### src/rtl/uart_pkg.sv
// Shared UART definitions for the transmit and receive paths.
// Latency: n/a (constants and types only).
// Backpressure: n/a.
package uart_pkg;
    localparam int   CLKS_PER_BIT_DEFAULT = 417;
    localparam logic START_BIT            = 1'b0;
    localparam logic STOP_BIT             = 1'b1;
    localparam int   DATA_BITS            = 8;

    typedef enum logic [1:0] {
        ST_IDLE,
        ST_START,
        ST_DATA,
        ST_STOP
    } tx_state_e;
endpackage

### src/rtl/uart_byte_tx.sv
// Single-byte 8N1 serializer; LSB first, each bit held CLKS_PER_BIT cycles.
// Latency: load seen in IDLE or on the last STOP cycle -> start bit on the next edge.
// Backpressure: load is only honoured when idle or when done is high.
module uart_byte_tx
    import uart_pkg::*;
#(
    parameter int CLKS_PER_BIT = CLKS_PER_BIT_DEFAULT
) (
    input  logic                 clk,
    input  logic                 reset,
    input  logic                 load,
    input  logic [DATA_BITS-1:0] byte_in,
    output logic                 ser_out,
    output logic                 done
);
    localparam int                BAUD_W    = $clog2(CLKS_PER_BIT);
    localparam logic [BAUD_W-1:0] BAUD_LAST = BAUD_W'(CLKS_PER_BIT - 1);
    localparam logic [2:0]        BIT_LAST  = 3'(DATA_BITS - 1);

    tx_state_e            state_q, state_d;
    logic [BAUD_W-1:0]    baud_q, baud_d;
    logic [2:0]           bit_idx_q, bit_idx_d;
    logic [DATA_BITS-1:0] data_q, data_d;
    logic                 ser_out_q, ser_out_d;
    logic                 baud_last;
    logic [BAUD_W-1:0]    baud_inc;

    assign baud_last = (baud_q == BAUD_LAST);
    assign baud_inc  = baud_last ? '0 : baud_q + BAUD_W'(1);
    assign done      = (state_q == ST_STOP) && baud_last;
    assign ser_out   = ser_out_q;

    always_comb begin
        state_d   = state_q;
        baud_d    = baud_q;
        bit_idx_d = bit_idx_q;
        data_d    = data_q;
        ser_out_d = ser_out_q;
        unique case (state_q)
            ST_IDLE: begin
                baud_d    = '0;
                ser_out_d = STOP_BIT;
                if (load) begin
                    data_d    = byte_in;
                    state_d   = ST_START;
                    ser_out_d = START_BIT;
                end
            end
            ST_START: begin
                baud_d = baud_inc;
                if (baud_last) begin
                    state_d   = ST_DATA;
                    bit_idx_d = '0;
                    ser_out_d = data_q[0];
                end
            end
            ST_DATA: begin
                baud_d = baud_inc;
                if (baud_last) begin
                    if (bit_idx_q == BIT_LAST) begin
                        state_d   = ST_STOP;
                        ser_out_d = STOP_BIT;
                    end else begin
                        bit_idx_d = bit_idx_q + 3'd1;
                        ser_out_d = data_q[bit_idx_q + 3'd1];
                    end
                end
            end
            ST_STOP: begin
                baud_d = baud_inc;
                // A load here chains the next character with no idle gap.
                if (baud_last) begin
                    if (load) begin
                        data_d    = byte_in;
                        state_d   = ST_START;
                        ser_out_d = START_BIT;
                    end else begin
                        state_d   = ST_IDLE;
                        ser_out_d = STOP_BIT;
                    end
                end
            end
            default: state_d = ST_IDLE;
        endcase
    end

    always_ff @(posedge clk) begin
        if (reset) begin
            state_q   <= ST_IDLE;
            baud_q    <= '0;
            bit_idx_q <= '0;
            data_q    <= '0;
            ser_out_q <= STOP_BIT;
        end else begin
            state_q   <= state_d;
            baud_q    <= baud_d;
            bit_idx_q <= bit_idx_d;
            data_q    <= data_d;
            ser_out_q <= ser_out_d;
        end
    end
endmodule

### src/rtl/uart_frame_tx.sv
// Latches a multi-byte word on start_tx and sends it MSB byte first as back-to-back 8N1 chars.
// Latency: start bit one edge after acceptance; tx_finish N*10*CLKS_PER_BIT edges after that.
// Backpressure: start_tx is ignored (not queued) while a frame is in flight.
module uart_frame_tx
    import uart_pkg::*;
#(
    parameter int bytes_to_transmit = 2,
    parameter int CLKS_PER_BIT      = CLKS_PER_BIT_DEFAULT
) (
    input  logic                             clk,
    input  logic                             reset,
    input  logic [bytes_to_transmit*8-1:0]   ciphertext,
    input  logic                             start_tx,
    output logic                             ser_out,
    output logic                             tx_busy,
    output logic                             tx_finish
);
    localparam int               W        = bytes_to_transmit * DATA_BITS;
    localparam int               IDX_W    = $clog2(bytes_to_transmit) + 1;
    localparam logic [IDX_W-1:0] LAST_IDX = IDX_W'(bytes_to_transmit - 1);

    logic [W-1:0]         frame_q, frame_d;
    logic [IDX_W-1:0]     byte_idx_q, byte_idx_d;
    logic                 active_q, active_d;
    logic                 tx_busy_q, tx_busy_d;
    logic                 tx_finish_q, tx_finish_d;
    logic                 byte_load;
    logic [DATA_BITS-1:0] byte_dat;
    logic                 byte_done;

    // The frame register shifts left per byte, so its top byte is always the next one to send.
    always_comb begin
        frame_d     = frame_q;
        byte_idx_d  = byte_idx_q;
        active_d    = active_q;
        tx_busy_d   = active_q;
        tx_finish_d = 1'b0;
        byte_load   = 1'b0;
        byte_dat    = frame_q[W-1 -: DATA_BITS];
        if (!active_q) begin
            if (start_tx) begin
                frame_d    = ciphertext << DATA_BITS;
                byte_idx_d = '0;
                active_d   = 1'b1;
                tx_busy_d  = 1'b1;
                byte_load  = 1'b1;
                byte_dat   = ciphertext[W-1 -: DATA_BITS];
            end
        end else if (byte_done) begin
            if (byte_idx_q < LAST_IDX) begin
                byte_idx_d = byte_idx_q + IDX_W'(1);
                frame_d    = frame_q << DATA_BITS;
                byte_load  = 1'b1;
            end else begin
                active_d    = 1'b0;
                tx_finish_d = 1'b1;
            end
        end
    end

    always_ff @(posedge clk) begin
        if (reset) begin
            frame_q     <= '0;
            byte_idx_q  <= '0;
            active_q    <= 1'b0;
            tx_busy_q   <= 1'b0;
            tx_finish_q <= 1'b0;
        end else begin
            frame_q     <= frame_d;
            byte_idx_q  <= byte_idx_d;
            active_q    <= active_d;
            tx_busy_q   <= tx_busy_d;
            tx_finish_q <= tx_finish_d;
        end
    end

    uart_byte_tx #(
        .CLKS_PER_BIT(CLKS_PER_BIT)
    ) u_byte_tx (
        .clk     (clk),
        .reset   (reset),
        .load    (byte_load),
        .byte_in (byte_dat),
        .ser_out (ser_out),
        .done    (byte_done)
    );

    assign tx_busy   = tx_busy_q;
    assign tx_finish = tx_finish_q;
endmodule

### config.mk
export PLATFORM = sky130hd
export DESIGN_NAME = uart_frame_tx
export DESIGN_NICKNAME = d
export VERILOG_FILES = /design/src/rtl/uart_pkg.sv /design/src/rtl/uart_byte_tx.sv /design/src/rtl/uart_frame_tx.sv
export SDC_FILE = /design/constraint.sdc
export NUM_CORES = 1
export LEC_CHECK = 0
export CAP_MARGIN = 0
export CORE_UTILIZATION = 35
export DETAILED_ROUTE_END_ITERATION = 16
export DONT_BUFFER_PORTS = 1
export PLACE_DENSITY_LB_ADDON = 0.2
export SYNTH_ARGS = -nofsm -noshare
export SYNTH_HDL_FRONTEND = slang
export SYNTH_SLANG_ARGS = --single-unit
export TNS_END_PERCENT = 50
### constraint.sdc
create_clock -name clk -period 4.7 [get_ports clk]
set_input_delay 0.94 -clock clk [delete_from_list [all_inputs] [get_ports clk]]
set_output_delay 0.94 -clock clk [all_outputs]
set_load 0.005 [all_outputs]
==> summary.txt <==
Timing
  – Slew Limit Headroom: 0.274
  – Fmax: around 0.49 GHz
  – RSZ-0062 raised after global routing: false
  – Final hold vios: 0
  – Max Clock Skew: 4.48 ps
  – Final min period: approximately 2000 ps
  – Slew @ Worst Pin: 1090 ps
  – Fin crit share: 0.436
  – Final setup fails: 0
  – Slew Viols, Final: 0
  – Setup TNS: 0 ps

Power
  – Power share of the clock group: 0.287
  – Sequential power share: 0.444
  – Leakage: roughly 0.65 nW
  – Power per Cell Area: 436 mW/mm^2
  – Internal: between 0.0005 and 0.0006 W
  – Combinational share of power: 0.269
  – Switch share: 0.316
  – Worst vdd ir: ~0.20 mV
  – Psw: 0.000259 W

Floorplan
  – Core ar.: approximately 0.0048 sq mm
  – Die Wd: 72.8 um
  – Die Y: 72.8 um
  – Die ar.: around 0.0053 sq mm
  – Row Count: 25
  – Starting Density: 0.367
  – Number of I/O pins: 22

Clock tree
  – CTS tree: done
  – Root Driver: clkbuf_8
  – Worst skew pair latency: roughly 280 ps
  – CTS max path bufs: 2
  – Clock transition at the registers of the reported paths: around 70 ps
  – Post-cts sizing count: 0
  – CTS Hold Buffers Added: 0
  – H-Tree Depth: 2
  – TritonCTS Sinks: 36
  – Setup Fix Bufs, Post-CTS: 0
  – TritonCTS Buffers: 5

Global routing
  – Grt total ovfl: 0
  – First-pass GRT wire length: 5630 um
  – Number of global-route vias before repair: 1284
  – Initial antenna violation count: 0
  – Largest net degree at the start of global routing: 29
  – Total GRT Usage: 0.140

Setup path
  – Worst EP arrival: 2240 ps
  – Crit. End Element: flop
  – CP Class: reg -> reg
  – Critical path required time: between 4000 and 5000 ps
  – R2r worst-path depth: 7
  – Worst Setup Start Kind: flop
  – CP max FO: 15
  – Slowest cell on crit path: a311oi_2
  – Crit path largest cell delay: ~460 ps
  – CP cell instances: inv_1, ha_1, and4b_1, nand3_4, a311oi_2, a311oi_1, a21o_1

Synthesis
  – Post-synth top area cell: dfxtp_1
  – Share of flip-flops with an asynchronous set or reset: 0
  – Yosys warning count: 0
  – Share of Yosys cell area claimed by the top area cell type: 0.411
  – Most frequent cell after synthesis: dfxtp_1
  – Primary FF master, synth: dfxtp_1
  – Mapped Area: 0.00175 sq mm
  – Post-synth EDFFs: 0
  – Dominant cells by area after synthesis: dfxtp_1 (41%), ha_1 (7.1%), nand2_1 (7.1%)
  – Netlist cell types: 33
  – Seq/Total Area, Yosys: 0.411
  – Mapped Avg Cell Area: 8.52 sq um
  – Synth Register Bits: 36
  – Post-synth net total: ~240
  – Commonest cells post-synth: dfxtp_1 (36), nand2_1 (33), nor2_1 (24), a21oi_1 (17), nand3_1 (16)
  – Syn Inst Count: just over 200

Hold path
  – Worst Hold Class: reg -> reg
  – Worst Hold Path Cells: 2

Detailed routing
  – Avg WL per Cell: approximately 12 um
  – Final wirelength: approximately 3300 um
  – Drc violations: 0
  – First-pass iteration count of the detailed router: 4
  – Post-route ant nets: 0
  – Via count: ~1300
  – Iteration-0 DRC Markers: 27
  – Via-per-instance ratio: 4.92

Cells and area
  – Inserted Diodes: 0
  – Final instance count without filler cells: 269
  – Layout net count: around 230
  – Util after Layout: 0.394
  – Layout cell share with drive strength beyond 1: 0.0644
  – Layout area overhead: 7.49%

Placement
  – Cell count after placement: 262
  – RePlAce Congestion: approximately 0.75
  – IO Port Bufs: 0
  – Hpwl dp: roughly 2300 um

Run status
  – Outcome: finished, final reports clean

Run
  – Max-Cap Viols: 0
registers in the layout (all words and copies together), names as in the netlist, 2 cells and up:
signal	cells
byte_idx_q	2
u_byte_tx.data_q	8
frame_q	8
u_byte_tx.bit_idx_q	3
u_byte_tx.baud_q	9
u_byte_tx.state_q	2
routing by layer:
metal	track usage	wire [um]
met5	0	0
met4	0.0654	70
met3	0.0428	147
met2	0.226	1410
met1	0.169	1640
power by group through the flow:
stage                     clock network, W  logic, W  registers, W
final                             0.000236  0.000221      0.000365
after global routing              0.000256  0.000256      0.000371
after CTS                         0.000246  0.000223      0.000366
after detailed placement                 0  0.000220      0.000373
after global placement                   0  0.000221      0.000372
after floorplan                          0  0.000192      0.000366
placed cells by master, fill, tap and decap left out, drive strengths merged, types with 2 or more instances in the layout:
cell | Yosys | routed
mux2i | 5 | 5
nand2b | 2 | 2
and3 | 3 | 3
a21oi | 18 | 18
inv | 8 | 8
xor2 | 3 | 3
dfxtp | 36 | 36
clkbuf | 10 | 7
o21ai | 3 | 3
nor3 | 2 | 2
a31oi | 2 | 2
nor2 | 24 | 24
ha | 10 | 10
nor2b | 3 | 3
nand2 | 33 | 33
a311oi | 11 | 11
nand3 | 17 | 17
xnor2 | 4 | 4
cell families (layout without fill, tap and decap cells):
| kind of cell | after synthesis | count (layout) | share of synthesized area |
|---|---|---|---|
| buffers and inverters | 19 | 15 | 0.0449 |
| muxes | 5 | 5 | 0.0285 |
| AOI/OAI and AO/OA | 40 | 40 | 0.166 |
| xor gates and xnor gates | 7 | 7 | 0.0350 |
| and+or+nand+nor | 89 | 89 | 0.243 |
| DFF | 36 | 36 | 0.411 |
| adders and majority gates | 10 | 10 | 0.0713 |
path summary, 6_finish.rpt:
kind | startpoint | endpoint | slack [ps]
setup reg to reg | u_byte_tx.baud_q[0] | u_byte_tx.state_q[0] | 2650
hold / removal | byte_idx_q[1] | byte_idx_q[1] | 460
hold reg to reg | byte_idx_q[1] | byte_idx_q[1] | 460
setup / recovery | u_byte_tx.baud_q[0] | u_byte_tx.state_q[0] | 2650
cell type report:
cell class / instances / area, sq um
multi-input cells: 151 / 955
fillers: 511 / 2900
clock buffers: 7 / 96.3
well taps: 67 / 83.8
inverters: 8 / 30.0
flip-flops and latches: 36 / 721
worst max-delay path: cells and delay by family (launching register included):
family / cells / cell delay, ps
buffers and inverters: 1 / 80
AO/OA/AOI/OAI: 3 / 770
flip-flops: 1 / 340
adder cells (fa/ha/maj): 1 / 140
AND/OR/NAND/NOR: 2 / 620
metrics by stage:
stage	hold slack (ps)	area (sq um)	worst slack (ps)	power [W]
3_5_place_dp	452	1790	2330	0.000593
5_1_grt	483	1890	2440	0.000883
6_report	459	1890	2650	0.000822
3_3_place_gp	447	1790	2340	0.000594
2_1_floorplan	430	1750	2720	0.000558
4_1_cts	462	1890	2610	0.000834
(Power assumes the default switching activity.)
